**config.mk**
```make
export PLATFORM = sky130hd
export DESIGN_NAME = game_ctrl_fsm
export DESIGN_NICKNAME = d
export VERILOG_FILES = /design/src/rtl/game_ctrl_fsm.sv
export SDC_FILE = /design/constraint.sdc
export NUM_CORES = 1
export LEC_CHECK = 0
export CORE_MARGIN = 10
export CORE_UTILIZATION = 40
export DETAILED_ROUTE_END_ITERATION = 10
export PLACE_DENSITY = 0.67
export SYNTH_ARGS = -nofsm -noshare
export SYNTH_HDL_FRONTEND = slang
export SYNTH_SLANG_ARGS = --single-unit
```
**constraint.sdc**
```tcl
create_clock -name clk_2ms -period 2.3 [get_ports clk_2ms]
set_input_delay 0.46 -clock clk_2ms [delete_from_list [all_inputs] [get_ports clk_2ms]]
set_output_delay 0.46 -clock clk_2ms [all_outputs]
set_load 0.005 [all_outputs]
```
**src/rtl/game_ctrl_fsm.sv**
```systemverilog
// Flappy Bird game-state controller on the 2 ms tick: IDLE/PLAY/DYING/OVER sequencing,
// collision detection, flap pulses and best-score tracking. Optional macro: GAME_CTRL_GODMODE_EN.
module game_ctrl_fsm #(
  parameter int unsigned SLOT_WIDTH   = 60,
  parameter int unsigned SLOT_HEIGHT  = 100,
  parameter int unsigned BIRD_HPOS    = 320,
  parameter int unsigned BIRD_XWIDTH  = 34,
  parameter int unsigned BIRD_YHEIGHT = 24,
  parameter int unsigned GROUND_Y     = 436,
  parameter int unsigned DYING_TICKS  = 500,
  parameter int unsigned OVER_LOCK    = 250
) (
  input  logic       clk_2ms,
  input  logic       rst_n,
  input  logic       btn_flap,
  input  logic [8:0] bird_Y,
  input  logic [9:0] pip_X,
  input  logic [8:0] pip_Y,
  input  logic [7:0] score,
  output logic [1:0] state,
  output logic       flap,
  output logic [7:0] best_score,
  output logic       new_best
);

  localparam int unsigned CNT_MAX = (DYING_TICKS > OVER_LOCK) ? DYING_TICKS : OVER_LOCK;
  localparam int unsigned CNT_W   = $clog2(CNT_MAX + 1);

`ifdef GAME_CTRL_GODMODE_EN
  localparam bit PIPE_KILL_EN = 1'b0;
`else
  localparam bit PIPE_KILL_EN = 1'b1;
`endif

  typedef enum logic [1:0] {
    ST_IDLE  = 2'd0,
    ST_PLAY  = 2'd1,
    ST_DYING = 2'd2,
    ST_OVER  = 2'd3
  } state_e;

  state_e             state_q, state_d;
  logic [CNT_W-1:0]   cnt_q, cnt_d;
  logic               flap_q, flap_d;
  logic [7:0]         best_q, best_d;
  logic               new_best_q, new_best_d;
  logic               sync1_q, sync2_q, prev_q;

  logic               flap_edge_c;
  logic [9:0]         bird_ext_c;
  logic [9:0]         pip_y_ext_c;
  logic [9:0]         bird_top_sum_c;
  logic [9:0]         bird_bot_sum_c;
  logic               hx_c;
  logic               pipe_hit_c;
  logic               ground_hit_c;

  // Button synchronizer plus previous-value flop for rising-edge detection
  always_ff @(posedge clk_2ms or negedge rst_n) begin
    if (!rst_n) begin
      sync1_q <= 1'b0;
      sync2_q <= 1'b0;
      prev_q  <= 1'b0;
    end else begin
      sync1_q <= btn_flap;
      sync2_q <= sync1_q;
      prev_q  <= sync2_q;
    end
  end

  assign flap_edge_c = sync2_q & ~prev_q;

  // Collision detection; pipe_X is only compared against constants so it never underflows
  always_comb begin
    bird_ext_c     = {1'b0, bird_Y};
    pip_y_ext_c    = {1'b0, pip_Y};
    bird_top_sum_c = bird_ext_c + 10'(SLOT_HEIGHT);
    bird_bot_sum_c = bird_ext_c + 10'(BIRD_YHEIGHT);
    hx_c           = (pip_X > 10'(BIRD_HPOS - BIRD_XWIDTH)) &&
                     (pip_X < 10'(BIRD_HPOS + SLOT_WIDTH));
    pipe_hit_c     = PIPE_KILL_EN && hx_c &&
                     ((bird_top_sum_c < pip_y_ext_c) || (bird_bot_sum_c > pip_y_ext_c));
    ground_hit_c   = (bird_bot_sum_c >= 10'(GROUND_Y));
  end

  // State register and registered outputs
  always_ff @(posedge clk_2ms or negedge rst_n) begin
    if (!rst_n) begin
      state_q    <= ST_IDLE;
      cnt_q      <= '0;
      flap_q     <= 1'b0;
      best_q     <= 8'd0;
      new_best_q <= 1'b0;
    end else begin
      state_q    <= state_d;
      cnt_q      <= cnt_d;
      flap_q     <= flap_d;
      best_q     <= best_d;
      new_best_q <= new_best_d;
    end
  end

  // Next-state and output logic
  always_comb begin
    state_d    = state_q;
    cnt_d      = cnt_q;
    flap_d     = 1'b0;
    best_d     = best_q;
    new_best_d = new_best_q;

    unique case (state_q)
      ST_IDLE: begin
        cnt_d = '0;
        if (flap_edge_c) begin
          state_d = ST_PLAY;
          flap_d  = 1'b1;
        end
      end

      ST_PLAY: begin
        cnt_d = '0;
        if (ground_hit_c || pipe_hit_c) begin
          state_d = ground_hit_c ? ST_OVER : ST_DYING;
          if (score > best_q) begin
            best_d     = score;
            new_best_d = 1'b1;
          end
        end else if (flap_edge_c) begin
          flap_d = 1'b1;
        end
      end

      ST_DYING: begin
        if (ground_hit_c || (cnt_q == CNT_W'(DYING_TICKS - 1))) begin
          state_d = ST_OVER;
          cnt_d   = '0;
        end else begin
          cnt_d = cnt_q + CNT_W'(1);
        end
      end

      ST_OVER: begin
        // Presses during the lockout are dropped, not queued
        if (flap_edge_c && (cnt_q == CNT_W'(OVER_LOCK))) begin
          state_d    = ST_IDLE;
          new_best_d = 1'b0;
          cnt_d      = '0;
        end else if (cnt_q < CNT_W'(OVER_LOCK)) begin
          cnt_d = cnt_q + CNT_W'(1);
        end
      end

      default: begin
        state_d = ST_IDLE;
        cnt_d   = '0;
      end
    endcase
  end

  assign state      = state_q;
  assign flap       = flap_q;
  assign best_score = best_q;
  assign new_best   = new_best_q;

endmodule

```
==> results by group <==
Synthesis
  • FFs w/ async S/R, synth: 1.000
  • Netlist cell types: between 40 and 50
  • Post-synth EDFFs: 0
  • Yosys warning count: 0
  • Synthesized area per cell: 9.214 um^2
  • Sequential area share after synthesis: 0.2897
  • Syn Std Cell Area: about 2100 um^2
  • Synth Net Count: ~300
  • Prevailing post-synth register cell: dfrtp_1
  • Mapped Cells: around 230
  • Seq cells post-synth: 24

Global routing
  • First-pass GRT wire length: between 8000 and 9000 um
  • Vias in the first global route: ~1,900
  • Largest net degree at the start of global routing: 25
  • GRT Total Usage: 0.1175
  • Number of antenna violations at the first check in global routing: 0
  • Grt ovf: 0

Drt
  • DRT iter0 DRCs: 26
  • DR DRC count: 0
  • Final ANT Viol Nets: 0
  • Drt pass-1 iters: 4
  • Routed len/inst: about 13 um
  • Final wirelength: between 5000 and 6000 um
  • Vias/cell: about 5
  • Routed via count: 1,903

Timing
  • Rel. slew slack: 0.6990
  • Tmin final: 2726 ps
  • Fin crit share: 1.185
  • Final worst slack: -426.3 ps
  • Slew Viols, Final: 0
  • Fmax: 366.8 MHz
  • Final setup fails: 20
  • Final hold viol count: 0
  • Slew @ Worst Pin: between 400 and 500 ps
  • Final hold slack: 357.2 ps
  • Setup TNS Final: -5380 ps
  • Final setup skew: roughly 4.3 ps
  • RSZ-0062 raised after global routing: yes

CTS
  • Clk_lat worst skew: roughly 270 ps
  • H-tree Lvls: 1
  • TritonCTS clock tree: built
  • TritonCTS Buffers: 3
  • Clock root buffer: clkbuf_8
  • CTS sink cnt: 24
  • Reg clk slew, reported paths: roughly 90 ps
  • Clock Tree Buf Depth: 2

Placed design
  • IO buf count: 50
  • Placed insts: approximately 380
  • Final GP Congestion: roughly 0.86
  • DP HPWL: between 4000 and 5000 um
  • Dpl cell area: approximately 3000 um^2

Power
  • Power Density: 762.7 nW/um^2
  • Peak supply drop: roughly 0.33 mV
  • Leakage power total: roughly 1.5 nW
  • Total Power: roughly 2.5 mW

Worst setup path
  • CP bufs+invs: 1
  • CP Depth: 12
  • Worst setup SP type: input pin
  • Worst path max stage delay: 330 ps
  • Max FO, Critical Path: 8
  • Worst Path Arrival: around 2900 ps
  • Crit-path cells: buf_8 -> ha_4 -> a211oi_4 -> xnor2_2 -> ha_1 -> a211oi_2 -> nand2_1 -> o311a_1 -> nor4_4 -> nor4b_4 -> or2_4 -> mux2_4
  • CP required: between 2000 and 2500 ps
  • Critical path class: input pin to register
  • CP Capture Type: register
  • Slowest-stage cell, CP: o311a_1
  • Reg2reg path depth: 7
  • Cell family with most CP delay: compound AO/OA/AOI/OAI gates

Die
  • I/O pin count: approximately 50
  • Core ar.: between 5000 and 6000 um^2
  • Initial Util: 0.4085
  • Die ar.: approximately 8500 um^2
  • Die width: just over 90 um
  • Num rows: 26
  • Die Span Y: 92.00 um

Worst hold path
  • Hold path depth: 0
  • Hold WC Path Type: register to register

Layout
  • Share of layout cells above drive strength 1: 0.2643
  • P&R area growth vs syn: 55.22%
  • Final nets: 388
  • Final design instance area without fill: approximately 3200 um^2
  • Non-Filler Instances: approximately 380
  • Antenna Cells: 0
  • Fillers: between 400 and 500

Run status
  • Failing checks: negative setup slack
  • Status: finished with violations

Job
  • Max cap viols: 0
## worst register-to-register path: stages (launching register included)
cell	delay (ps)
dfrtp_1	450
and3_1	230
nand3_1	110
o21ai_1	350
o31a_1	310
o21ai_0	190
nor2_4	180
mux2_4	310
## per-stage QoR
step,setup WS (ps),utilization
floorplan,-582.7,-
global route,-557.3,0.6341
global placement,-1366,0.5838
finish,-426.3,0.6341
detailed placement,-1423,0.5838
CTS,-692.8,0.6151
## sequential cells by signal, summed over array words and instances (netlist names)
signal and cells:
best_score 8, cnt_q 9, flap 1, new_best 1, prev_q 1, state 2
sync1_q 1, sync2_q 1
## placed cells by master, fill, tap and decap left out, types with 6 or more instances in the layout
cell             Yosys  layout
buf_6                3       6
buf_4                0      32
mux2_4               7       8
nand3_1              9       8
o21ai_0             17      10
inv_1               33      31
dfrtp_1             24      24
a21oi_1              8       7
ha_1                34      31
clkdlybuf4s50_1      0      44
nor2_1               9       8
nand2_1             11      11
nand2b_1             6       6
## cell families (layout without fill, tap and decap cells)
| kind of cell | Yosys count | after routing | synth area share |
|---|---|---|---|
| AND/OR/NAND/NOR | 59 | 59 | 0.1581 |
| AO/OA/AOI/OAI | 55 | 55 | 0.1768 |
| buffers and inverters | 36 | 125 | 0.07604 |
| adder cells (fa/ha/maj) | 34 | 34 | 0.2052 |
| flip-flops | 24 | 24 | 0.2897 |
| XOR/XNOR | 9 | 9 | 0.03802 |
| multiplexers | 8 | 8 | 0.05612 |
## synthesized netlist by cell type (all sizes together) (2+ instances only)
library cell  instances  area share
nor2                  9       0.016
ha                   34        0.21
o31ai                 3       0.011
inv                  33       0.060
a211oi                5       0.021
xnor2                 6       0.025
or2                   3      0.0091
dfrtp                24        0.29
nor2b                 5       0.015
a21oi                 8       0.019
nand2                11       0.020
xor2                  3       0.013
o21bai                3       0.011
o31a                  3       0.013
o211a                 2      0.0097
nand3                 9       0.022
nand4                 5       0.015
o21ai                20       0.048
mux2                  8       0.056
o21a                  2      0.0072
a31oi                 2      0.0060
buf                   3       0.016
nand2b                6       0.018
nor3                  2      0.0048
and3                  3      0.0091
## power by group
| part | internal [mW] | leakage, nW | switching, mW | total, mW |
|---|---|---|---|---|
| combinational | 0.882 | 1.20 | 0.628 | 1.51 |
| clock | 0.153 | 0.0288 | 0.134 | 0.287 |
| sequential | 0.545 | 0.304 | 0.112 | 0.657 |
## final timing paths
| kind | slack, ps | to | start |
|---|---|---|---|
| min in group asynchronous | 550 | best_score[3] | rst_n |
| max in group asynchronous | 1510 | best_score[1] | rst_n |
| worst max register to register | 60 | state[1] | cnt_q[4] |
| worst max-delay path | -430 | best_score[1] | bird_Y[4] |
| worst min register to register | 360 | sync2_q | sync1_q |
| worst min-delay path | 360 | sync2_q | sync1_q |
## final cells by class
| cell class | count | area [um^2] | area share |
|---|---|---|---|
| Clock buffer | 4 | 55.05 | 0.01711 |
| Multi-Input combinational cell | 165 | 1529 | 0.4751 |
| Inverter | 33 | 143.9 | 0.04471 |
| Timing Repair Buffer | 88 | 802.0 | 0.2492 |
| Tap cell | 70 | 87.58 | 0.02722 |
| Sequential cell | 24 | 600.6 | 0.1866 |
## metal layers
layer	GRT usage	wire length, um	vias to the layer above	share of wire
met2	0.2071	2572	44	0.50
met5	0	0	-	0
met4	0.04242	93	0	0.018
met1	0.1424	2254	881	0.44
met3	0.01467	178	7	0.035
li1	-	-	971	-
## timing repair
| item | CTS | global route |
|---|---|---|
| pin swaps | 17 | 14 |
| gates resized for setup | 28 | 35 |
| setup buffers | 6 | 3 |
| endpoints found under the setup margin | 21 | 21 |
| hold buffers | 0 | 0 |
(Power assumes the default switching activity.)
